<file path="src/rtl/ex_mem_flag_stage_pkg.sv">
// ex_mem_flag_stage_pkg: flag bit positions, branch condition codes and standard flag-write masks shared by EX-stage blocks
package ex_mem_flag_stage_pkg;
  localparam int FLAG_Z = 2;
  localparam int FLAG_V = 1;
  localparam int FLAG_N = 0;
  typedef enum logic [2:0] {
    CCC_NE     = 3'b000,
    CCC_EQ     = 3'b001,
    CCC_GT     = 3'b010,
    CCC_LT     = 3'b011,
    CCC_GE     = 3'b100,
    CCC_LE     = 3'b101,
    CCC_OV     = 3'b110,
    CCC_UNCOND = 3'b111
  } ccc_e;
  localparam logic [2:0] FWE_ALL  = 3'b111;
  localparam logic [2:0] FWE_Z    = 3'b100;
  localparam logic [2:0] FWE_NONE = 3'b000;
endpackage

</file>
<file path="src/rtl/ex_mem_flag_stage_flag_reg.sv">
// flag_reg: 3-bit flag register, bits written only where en and we_mask are both set; sync active-high rst
module flag_reg (
  input  logic       clk,
  input  logic       rst,
  input  logic       en,
  input  logic [2:0] we_mask,
  input  logic [2:0] d,
  output logic [2:0] q
);
  logic [2:0] q_q;
  logic [2:0] q_d;
  always_comb q_d = en ? (we_mask & d) | (~we_mask & q_q) : q_q;
  always_ff @(posedge clk) q_q <= rst ? 3'b000 : q_d;
  assign q = q_q;
endmodule

</file>
<file path="src/rtl/ex_mem_flag_stage.sv">
// ex_mem_flag_stage: EX/MEM pipeline register (rst>flush>stall>capture), masked FLAG register, branch evaluation, flag hazard
module ex_mem_flag_stage
  import ex_mem_flag_stage_pkg::*;
#(
  parameter int DW = 16,
  parameter int RW = 4
) (
  input  logic          clk,
  input  logic          rst,
  input  logic          ex_valid,
  input  logic [DW-1:0] ex_result,
  input  logic [2:0]    ex_flag,
  input  logic [2:0]    ex_flag_we,
  input  logic [RW-1:0] ex_rd,
  input  logic          ex_reg_we,
  input  logic          ex_mem_re,
  input  logic          ex_mem_we,
  input  logic [DW-1:0] ex_store_data,
  input  logic          stall,
  input  logic          flush,
  input  logic [2:0]    br_ccc,
  output logic          mem_valid,
  output logic [DW-1:0] mem_result,
  output logic [RW-1:0] mem_rd,
  output logic          mem_reg_we,
  output logic          mem_mem_re,
  output logic          mem_mem_we,
  output logic [DW-1:0] mem_store_data,
  output logic [2:0]    flag_q,
  output logic          br_taken,
  output logic          flag_hazard
);
  logic [3:0]    ctl_q, ctl_d;
  logic [DW-1:0] result_q, result_d, sd_q, sd_d;
  logic [RW-1:0] rd_q, rd_d;
  logic          hold;
  logic          z, v, n;
  logic [7:0]    cond;
  assign hold = flush | stall;
  always_comb begin
    ctl_d    = flush ? 4'b0000 : stall ? ctl_q : {4{ex_valid}} & {1'b1, ex_reg_we, ex_mem_re, ex_mem_we};
    result_d = hold ? result_q : ex_result;
    sd_d     = hold ? sd_q : ex_store_data;
    rd_d     = hold ? rd_q : ex_rd;
  end
  always_ff @(posedge clk) begin
    ctl_q    <= rst ? '0 : ctl_d;
    result_q <= rst ? '0 : result_d;
    sd_q     <= rst ? '0 : sd_d;
    rd_q     <= rst ? '0 : rd_d;
  end
  assign {mem_valid, mem_reg_we, mem_mem_re, mem_mem_we} = ctl_q;
  assign mem_result     = result_q;
  assign mem_store_data = sd_q;
  assign mem_rd         = rd_q;
  flag_reg u_flag_reg (
    .clk     (clk),
    .rst     (rst),
    .en      (ex_valid & ~hold),
    .we_mask (ex_flag_we),
    .d       (ex_flag),
    .q       (flag_q)
  );
  assign z = flag_q[FLAG_Z];
  assign v = flag_q[FLAG_V];
  assign n = flag_q[FLAG_N];
  always_comb begin
    cond            = '0;
    cond[CCC_NE]    = ~z;
    cond[CCC_EQ]    = z;
    cond[CCC_GT]    = ~z & ~n;
    cond[CCC_LT]    = n;
    cond[CCC_GE]    = z | (~z & ~n);
    cond[CCC_LE]    = n | z;
    cond[CCC_OV]    = v;
    cond[CCC_UNCOND] = 1'b1;
  end
  assign br_taken    = cond[br_ccc];
  assign flag_hazard = ex_valid & (|ex_flag_we);
endmodule

</file>
<file path="config.mk">
export PLATFORM = sky130hd
export DESIGN_NAME = ex_mem_flag_stage
export DESIGN_NICKNAME = d
export VERILOG_FILES = /design/src/rtl/ex_mem_flag_stage_pkg.sv /design/src/rtl/ex_mem_flag_stage_flag_reg.sv /design/src/rtl/ex_mem_flag_stage.sv
export SDC_FILE = /design/constraint.sdc
export NUM_CORES = 1
export LEC_CHECK = 0
export ABC_CLOCK_PERIOD_IN_PS = 1100
export CAP_MARGIN = 10
export CORE_MARGIN = 3
export CORE_UTILIZATION = 38
export CTS_BUF_LIST = sky130_fd_sc_hd__clkbuf_4
export CTS_CLUSTER_SIZE = 40
export DETAILED_ROUTE_END_ITERATION = 6
export GPL_TIMING_DRIVEN = 0
export PLACE_DENSITY = 0.81
export SLEW_MARGIN = 20
export SYNTH_ARGS = -nofsm -noshare
export SYNTH_HDL_FRONTEND = slang
export SYNTH_SLANG_ARGS = --single-unit
</file>
<file path="constraint.sdc">
create_clock -name clk -period 1.1 [get_ports clk]
set_input_delay 0.11 -clock clk [delete_from_list [all_inputs] [get_ports clk]]
set_output_delay 0.11 -clock clk [all_outputs]
set_load 0.02 [all_outputs]
</file>
==> qor.yml <==
outcome:
  status: "finished with violations"
  violations: "setup timing"
logic_synthesis:
  syn_inst: 197
  syn_area_um2: 1660
  synth.distinct_cells: 26
  synth_fp_nets: 250
  synth.area.mux_share: 0.0241
  ys_ff_latch: 43
  synth_top_family_by_area: "simple AND/OR/NAND/NOR gates"
  synth_xor_area_frac: 0
  synth_adder_area_share: 0
  seq_area_frac_synth: 0.518
  synth-compound-area-share: 0.172
  syn_avg_cell_area_um2: 8.43
  yosys.area_share.simple: 0.233
  synth_warnings: 0
placement:
  port_buffers: 96
  post_dp_cell_area_um2: 2690
  dpl.hpwl_mm: 3.39
  routabilityCongestion: 0.757
sta:
  rsz0062_at_grt: "yes"
  max-slew-margin-rel: 0.601
  finalSetupViolCount: 2
  fmax_ghz: 0.641
  fin_ws_ns: -0.460
  timing.hold.ws_ns: 0.106
  slew_viol_final: 0
  hold_violations: 0
  tightest_slew_ns: 0.599
  fin_crit_sh: 1.42
  min_period_ns: 1.56
  skew_ns: 0
route:
  vias: 1678
  viasPerCell: 4.77
  routedWlPerCell_um: 13.0
  dr.first_iter.drc_count: 71
  firstDrtPassIters: 4
  drc: 0
  ant_nets: 0
  finalWirelength_mm: 4.57
final_layout:
  final_common_cell: "nand2_1"
  fillCellCount: 397
  post-route-cell-area_um2: 2630
  seqCellArea_um2: 866
  diodes: 0
  multi_input_area_um2: 733
  drive_above_1_share: 0.291
  nets: 355
  final_cell_mix: "nand2_1, clkdlybuf4s50_1, dfxtp_1, buf_2, a21oi_1"
  areaGrowthSynthToFinish_pct: 58.0
clock_network:
  cts_max_level: 2
  cts_root_buf: "clkbuf_4"
  clk_latency_ns: 0.34
  cts_buffers: 5
  path_clk_slew_ns: 0.12
  postCtsHoldBufs: 0
  cts_sinks: 43
  clock_path_buffers: 2
  cts_tree: "done"
worst_hold_path:
  hp-class: "primary input to flip-flop"
  hold_path_end: "ctl_q[2]"
  hold_depth: 2
  hold_path.startpoint: "flush"
global_route:
  antenna_found_initial: 0
  gr-usage-met3: 0.0623
  globalRouteMet1Util: 0.211
  grt_pass1_wl_mm: 7.44
  grt-ovfl-total: 0
  grt_use_total: 0.181
  grtUsageMet2: 0.312
  grt_start_max_net_pins: 13
  grt_pass1_vias: 1615
  busiest_layer: "met2"
setup_path:
  r2r_slack_ns: 0.32
  crit_required_ns: 0.99
  crit_fanout: 4
  cp-end-kind: "output port"
  critPathLaunchType: "flip-flop"
  path_class: "flip-flop to output port"
  reg2reg_depth: 3
  arrival_ns: 1.45
floorplanning:
  die_area_um2: 5200
  num_rows: 23
  dieWidth_um: 72.1
  io_pins: 98
  core-area_um2: 4120
  start_util: 0.404
  die_y_um: 72.1
pwr:
  power.density_nw_per_um2: 1230
  peakVddDrop_mv: 0.713
  p_leak_nw: 1.17
job:
  maxCapViolCount: 0
-- Yosys cell counts (all sizes together) --
cell / n / area share
a21oi: 38 / 0.14
clkbuf: 5 / 0.011
nand2: 73 / 0.18
nand2b: 2 / 0.0075
nand3b: 1 / 0.0045
nor2: 5 / 0.013
a31oi: 1 / 0.0038
o21a: 1 / 0.0045
buf: 8 / 0.039
o31a: 1 / 0.0053
nand3: 3 / 0.0090
a211oi: 1 / 0.0045
dfxtp: 43 / 0.52
mux2i: 4 / 0.024
a22oi: 3 / 0.014
nor2b: 1 / 0.0038
nor3: 4 / 0.012
or2: 1 / 0.0038
inv: 1 / 0.0023
o21ai: 1 / 0.0030
-- timing repair --
item | 4_1_cts | 5_1_grt
endpoints found under the setup margin | 78 | 54
resized for setup | 154 | 46
endpoints found under the hold margin | 0 | 0
pin swaps | 1 | 2
setup buffers | 0 | 2
-- per-layer routing --
metal	vias up	wire (µm)
met5	-	0
met4	0	49
met3	5	409
met2	66	2260
met1	751	1850
li1	856	-
-- through the flow --
step           utilization  power [mW]  setup TNS, ns  worst slack, ns  std cells
6_report             0.638        3.23         -0.546           -0.460        352
5_1_grt              0.638        3.38         -0.666           -0.538        352
4_1_cts              0.666        3.28         -0.446           -0.366        350
3_5_place_dp         0.653        2.35         -17.36           -0.765        343
3_3_place_gp         0.653        2.34         -16.11           -0.740        343
2_1_floorplan            -        1.97              0          0.00535        197
-- cells by family (layout without fill, tap and decap cells) --
kind of cell,after synthesis,in the layout
AOI/OAI and AO/OA,46,46
muxes,4,4
DFF,43,43
and+or+nand+nor,90,90
buffers and inverters,14,119
-- power by group --
group	internal [mW]	total [mW]	switching (mW)
sequential	1.62	1.65	0.0334
clock	0.494	0.975	0.481
combinational	0.304	0.602	0.298
-- registers in the layout, indices dropped and copies added (netlist names), named ones only --
signal          flops
mem_result         16
mem_store_data     16
ctl_q               4
mem_rd              4
-- worst max-delay path, cell delays in order (launching register included) --
cell and delay, ns:
dfxtp_4 0.37, buf_12 0.12, nand2_4 0.04, mux2i_1 0.18, a21oi_1 0.06, o21a_1 0.20, buf_6 0.13
-- worst max-delay path by stage --
stage          endpoint  cells after the start  slack [ns]       from
2_1_floorplan  br_taken                      4       0.005  flip-flop
3_3_place_gp   br_taken                      6       -0.74  br_ccc[0]
3_5_place_dp   br_taken                      6       -0.77  br_ccc[0]
4_1_cts        br_taken                      5       -0.37  flip-flop
5_1_grt        br_taken                      6       -0.54  flip-flop
6_report       br_taken                      6       -0.46  flip-flop
-- cell type report --
class / count / area share
Sequential cell: 43 / 0.330
Timing Repair Buffer: 98 / 0.303
Multi-Input combinational cell: 140 / 0.279
Buffer: 13 / 0.0338
Tap cell: 50 / 0.0238
Clock buffer: 6 / 0.0172
Clock inverter: 1 / 0.0114
Inverter: 1 / 0.00143
No activity file was read; power rests on OpenSTA's default activity.
